[config.mk]
export PLATFORM = sky130hd
export DESIGN_NAME = box_painter
export DESIGN_NICKNAME = d
export VERILOG_FILES = /design/src/rtl/tetris_pkg.sv /design/src/rtl/box_scan_counter.sv /design/src/rtl/box_painter.sv
export SDC_FILE = /design/constraint.sdc
export NUM_CORES = 1
export LEC_CHECK = 0
export CORE_MARGIN = 5
export CORE_UTILIZATION = 38
export DETAILED_ROUTE_END_ITERATION = 16
export HOLD_SLACK_MARGIN = 0.15
export PLACE_DENSITY = 0.65
export SLEW_MARGIN = 15
export SYNTH_ARGS = -nofsm -noshare
export SYNTH_HDL_FRONTEND = slang
export SYNTH_SLANG_ARGS = --single-unit
[constraint.sdc]
create_clock -name CLOCK_50 -period 3.9 [get_ports CLOCK_50]
set_input_delay 1.17 -clock CLOCK_50 [delete_from_list [all_inputs] [get_ports CLOCK_50]]
set_output_delay 1.17 -clock CLOCK_50 [all_outputs]
set_load 0.01 [all_outputs]
[src/rtl/tetris_pkg.sv]
// Shared definitions for the tetris display blocks: FSM encoding, colour width,
// screen size and the default cell size used by box_painter.
package tetris_pkg;

    typedef enum logic [1:0] {
        ST_IDLE = 2'd0,
        ST_DRAW = 2'd1,
        ST_FIN  = 2'd2
    } state_t;

    localparam int COLOR_W   = 9;
    localparam int SCR_W_DEF = 640;
    localparam int SCR_H_DEF = 480;
    localparam int CELL_W    = 64;
    localparam int CELL_H    = 24;

endpackage

[src/rtl/box_scan_counter.sv]
// Raster offset counter for box_painter: dx runs fastest, dy steps on dx wrap.
module box_scan_counter #(
    parameter int BOX_W = 64,
    parameter int BOX_H = 24,
    parameter int DXW   = 6,
    parameter int DYW   = 5
) (
    input  logic           clk,
    input  logic           reset,
    input  logic           clear,
    input  logic           advance,
    output logic [DXW-1:0] dx,
    output logic [DYW-1:0] dy,
    output logic           last
);

    localparam logic [DXW-1:0] DX_MAX = DXW'(BOX_W - 1);
    localparam logic [DYW-1:0] DY_MAX = DYW'(BOX_H - 1);

    always_ff @(posedge clk) begin
        if (reset || clear) begin
            dx <= '0;
            dy <= '0;
        end else if (advance) begin
            if (dx == DX_MAX) begin
                dx <= '0;
                dy <= (dy == DY_MAX) ? '0 : dy + 1'b1;
            end else begin
                dx <= dx + 1'b1;
            end
        end
    end

    assign last = (dx == DX_MAX) && (dy == DY_MAX);

endmodule

[src/rtl/box_painter.sv]
// Paints a filled BOX_W x BOX_H rectangle into a frame buffer, one pixel per
// accepted write, clipping at the screen edge. Define BOX_PAINTER_BORDER_EN for a black outline.
module box_painter
    import tetris_pkg::*;
#(
    parameter int BOX_W = CELL_W,
    parameter int BOX_H = CELL_H,
    parameter int SCR_W = SCR_W_DEF,
    parameter int SCR_H = SCR_H_DEF
) (
    input  logic               CLOCK_50,
    input  logic               reset,
    input  logic               start,
    input  logic [9:0]         x0,
    input  logic [8:0]         y0,
    input  logic [COLOR_W-1:0] color,
    output logic               busy,
    output logic               done,
    output logic               pix_we,
    output logic [9:0]         pix_x,
    output logic [8:0]         pix_y,
    output logic [COLOR_W-1:0] pix_color,
    input  logic               pix_ready
);

    localparam int DXW = (BOX_W > 1) ? $clog2(BOX_W) : 1;
    localparam int DYW = (BOX_H > 1) ? $clog2(BOX_H) : 1;
    localparam logic [10:0] SCR_W11 = 11'(SCR_W);
    localparam logic [9:0]  SCR_H10 = 10'(SCR_H);

    state_t             state, state_nx;
    logic [9:0]         x_q;
    logic [8:0]         y_q;
    logic [COLOR_W-1:0] c_q;
    logic [DXW-1:0]     dx;
    logic [DYW-1:0]     dy;
    logic               last, accept, advance, on_screen, edge_pix;
    logic [10:0]        sx;
    logic [9:0]         sy;

    assign accept = start && (state != ST_DRAW);

    // Widened sums so a box hanging past the edge is clipped, never wrapped.
    assign sx        = {1'b0, x_q} + 11'(dx);
    assign sy        = {1'b0, y_q} + 10'(dy);
    assign on_screen = (sx < SCR_W11) && (sy < SCR_H10);
    assign advance   = (state == ST_DRAW) && (!on_screen || pix_ready);

    box_scan_counter #(.BOX_W(BOX_W), .BOX_H(BOX_H), .DXW(DXW), .DYW(DYW)) u_scan (
        .clk     (CLOCK_50),
        .reset   (reset),
        .clear   (accept),
        .advance (advance),
        .dx      (dx),
        .dy      (dy),
        .last    (last)
    );

    always_ff @(posedge CLOCK_50) begin
        if (reset) state <= ST_IDLE;
        else       state <= state_nx;
    end

    always_ff @(posedge CLOCK_50) begin
        if (reset) begin
            x_q <= '0;
            y_q <= '0;
            c_q <= '0;
        end else if (accept) begin
            x_q <= x0;
            y_q <= y0;
            c_q <= color;
        end
    end

    always_comb begin
        state_nx = state;
        case (state)
            ST_IDLE: if (accept) state_nx = ST_DRAW;
            ST_DRAW: if (advance && last) state_nx = ST_FIN;
            ST_FIN:  state_nx = accept ? ST_DRAW : ST_IDLE;
            default: state_nx = ST_IDLE;
        endcase
    end

`ifdef BOX_PAINTER_BORDER_EN
    assign edge_pix = (dx == '0) || (dx == DXW'(BOX_W - 1)) ||
                      (dy == '0) || (dy == DYW'(BOX_H - 1));
`else
    assign edge_pix = 1'b0;
`endif

    always_comb begin
        busy      = (state == ST_DRAW);
        done      = (state == ST_FIN);
        pix_we    = (state == ST_DRAW) && on_screen;
        pix_x     = sx[9:0];
        pix_y     = sy[8:0];
        pix_color = edge_pix ? '0 : c_q;
    end

endmodule

==> metrics.md <==
| Metric | Value |
|---|---|
| Slew headroom | `32.00%` |
| Period minus WS final | `3743 ps` |
| Worst EP required | `2730 ps` |
| Number of global-route vias before repair | `2137` |
| Crit path DAT | `2570 ps` |
| Final setup violation count | `0` |
| RSZ-0062 raised after global routing | `no` |
| Final Core Density | `53.57%` |
| Fin cells | `442` |
| Worst-case reg-to-reg path depth | `11` |
| Hold Vio Cnt, Final | `0` |
| Wire length per cell | `13.41 µm` |
| Fin nets | `413` |
| Gr ovfl total | `0` |
| Die Area | `7909 µm²` |
| Iter 0 DRT Violations | `83` |
| Reg area | `823.3 µm²` |
| CTS tree | `yes` |
| Routed WL | `5927 µm` |
| IO Port Bufs | `62` |
| Total Routing Usage GR | `15.78%` |
| Final worst path period share | `95.97%` |
| Crit Path Class | `flop to output pin` |
| Area contributors post-synth | `dfxtp_1 (35%), nand2_1 (12%), a21oi_1 (7.8%)` |
| Yosys reg bits | `41` |
| Total clock sinks | `41` |
| Max-Cap Viols | `0` |
| Leak | `1.273 nW` |
| Reg2reg start | `y_q[0]` |
| First-pass GRT wire length | `9818 µm` |
| Hold Crit Endpoint | `pix_color[8]` |
| Starting Density | `39.52%` |
| R2R setup slack | `1260 ps` |
| IO Count | `63` |
| Antenna cells | `0` |
| Power per Cell Area | `289.9 nW/µm²` |
| Hold Path Class | `flop to flop` |
| Tightest Pin Transition | `1018 ps` |
| Root Driver | `clkbuf_8` |
| Area delta synth->final | `35.57%` |
| CTS Buffer Depth | `2` |
| CP max FO | `3` |
| Setup crit start kind | `flop` |
| Core area | `5991 µm²` |
| DRT Pass-1 Iters | `4` |
| Maximum clock frequency | `267.2 MHz` |
| Final Skew | `4.676 ps` |
| Worst hold stages | `2` |
| Post-CTS setup buffer count | `0` |
| Worst-path clk slew | `80 ps` |
| Kind of end point of the critical path | `output pin` |
| Area after DPL | `3097 µm²` |
| Mapped cell area | `2367 µm²` |
| Drt drc | `0` |
| Share of layout cells above drive strength 1 | `8.992%` |
| Synth top area share | `34.67%` |
| Cells after DPL | `434` |
| Outcome | `finished clean` |
| Chip height | `88.93 µm` |
| GR Util met3 | `5.438%` |
| Vias post-DR | `2254` |
| Fin worst setup slack | `157.2 ps` |
| Worst-Skew Late Latency | `290 ps` |
| Routing usage on met1 | `18.52%` |
| H-tree depth | `2` |
| R2R Path End | `u_scan.dy[1]` |
| Dpl ws | `19.20 ps` |
| Hpwl dp | `4273 µm` |
| Final ANT Viol Nets | `0` |
| Gpl congestion | `0.8110` |
| TNS Setup | `0 ps` |
| Hold Startpoint | `pix_color[8]` |
| Filler cells | `587` |
| Num CTS Buffers | `5` |
| Commonest non-fill, non-tap cell in the layout | `nand2_1` |
| Vias per inst | `5.100` |
| Cell accounting for the most synthesized area | `dfxtp_1` |
| Peak supply drop | `0.1552 mV` |
| Synth warn | `0` |
| Commonest non-fill, non-tap cells in the layout | `nand2_1 (78), clkdlybuf4s50_1 (61), dfxtp_1 (39)` |
| Initial antenna violation count | `0` |
| Cells after Synth | `301` |
| Die X | `88.93 µm` |
| Syn Nets | `348` |
| Count of pins over their slew limit | `0` |
| Area of the multi-input gates | `1456 µm²` |
| Cell area after layout | `3209 µm²` |
| Pin count of the biggest net entering global routing | `35` |
| GRT Max-Usage Layer | `met2` |
| Syn avg cell area | `7.865 µm²` |
| Sequential area share after synthesis | `34.67%` |
| Met2 usage | `27.73%` |
| Site Rows | `28` |
| Netlist cell types | `42` |
-- per-layer routing --
layer,share of wire (%),vias to the layer above
met5,0,-
met4,0.64,0
met3,7.7,5
met2,47,56
met1,44,1023
li1,-,1170
-- worst max-delay path by stage --
stage | from | endpoint | slack (ps) | cells past startpoint
global placement | y_q[0] | pix_we | 50 | 10
detailed placement | y_q[0] | pix_we | 20 | 10
floorplan | u_scan.dy[0] | pix_we | 330 | 10
finish | x_q[0] | pix_we | 160 | 9
CTS | y_q[0] | pix_we | 4 | 10
global route | y_q[0] | pix_we | 9 | 10
-- logic make-up (layout without fill, tap and decap cells) --
family	after synthesis	after routing	synth area share, %
AND/OR/NAND/NOR	129	129	25.11
AO/OA/AOI/OAI	71	71	19.35
buffers and inverters	24	90	4.123
flip-flops	41	41	34.67
XOR/XNOR	13	13	4.810
multiplexers	8	8	3.383
adder cells (fa/ha/maj)	15	15	8.563
-- registers in the layout, summed over array words and instances, names as in the netlist --
| signal | count |
|---|---|
| u_scan.dy | 5 |
| u_scan.dx | 6 |
| y_q | 9 |
| pix_color | 9 |
| x_q | 10 |
| state | 2 |
-- area by class of cell --
type                       count  share of cell area (%)
tap                           75                   2.924
inverter                      10                   1.170
clock inverter                 1                  0.1559
multi-input combinational    236                   45.38
sequential                    41                   25.65
timing repair buffer          72                   21.72
clock buffer                   7                   3.002
-- worst max-delay path, cell delays in order, from the launching register on --
cell             delay (ps)
dfxtp_1                 320
ha_1                    240
fa_2                    360
a211o_1                 330
nand2_1                  90
a211oi_1                 70
o311ai_1                250
and4b_4                 290
and2_1                  130
clkdlybuf4s15_2         220
-- synthesized netlist by cell type --
cell type and count:
a21o_1 4, or3_1 3, nor4bb_1 1, o21a_1 2, a21oi_2 2, nand3b_1 2, or2_1 1, nor3_1 1
and3_1 3, a211oi_2 3, a21oi_1 37, nand2b_1 2, xnor2_1 7, and4b_4 1, o311ai_0 1, nor2b_1 2
o211ai_1 5, or2_2 1, mux2i_1 8, a211oi_1 6, nand2_1 78, o21ai_0 5, a31oi_1 1, and2_1 3
or3b_1 2, dfxtp_1 41, fa_1 2, o211ai_2 1, inv_1 10, and2b_1 1, nor2_1 12, and2_0 1
clkbuf_1 13, a211o_1 3, ha_1 13, or4_1 2, o221a_2 1, nand3_1 8, nor3b_1 1, buf_6 1
nand4_1 4, xor2_1 6
-- metrics by stage --
step / total power [mW] / hold slack, ps
6_report: 0.9305 / 453.7
5_1_grt: 0.9819 / 475.0
4_1_cts: 0.9476 / 458.3
3_5_place_dp: 0.6339 / 448.4
3_3_place_gp: 0.6327 / 441.5
2_1_floorplan: 0.5437 / 440.6
-- power by group --
group	switching, mW	internal (mW)	total (mW)	leakage [nW]
clock network	0.148	0.160	0.308	0.0542
logic	0.0792	0.0906	0.170	0.882
registers	0.0154	0.437	0.453	0.336
total	0.242	0.688	0.930	1.27
-- what timing repair did --
| action | 4_1_cts | 5_1_grt |
|---|---|---|
| gates resized for setup | 8 | 2 |
| pin swaps | 0 | 3 |
| endpoints found under the setup margin | 1 | 2 |
| hold buffers | 0 | 0 |
| endpoints found under the hold margin | 0 | 0 |
Note: power is estimated with default switching activity, not from simulation.
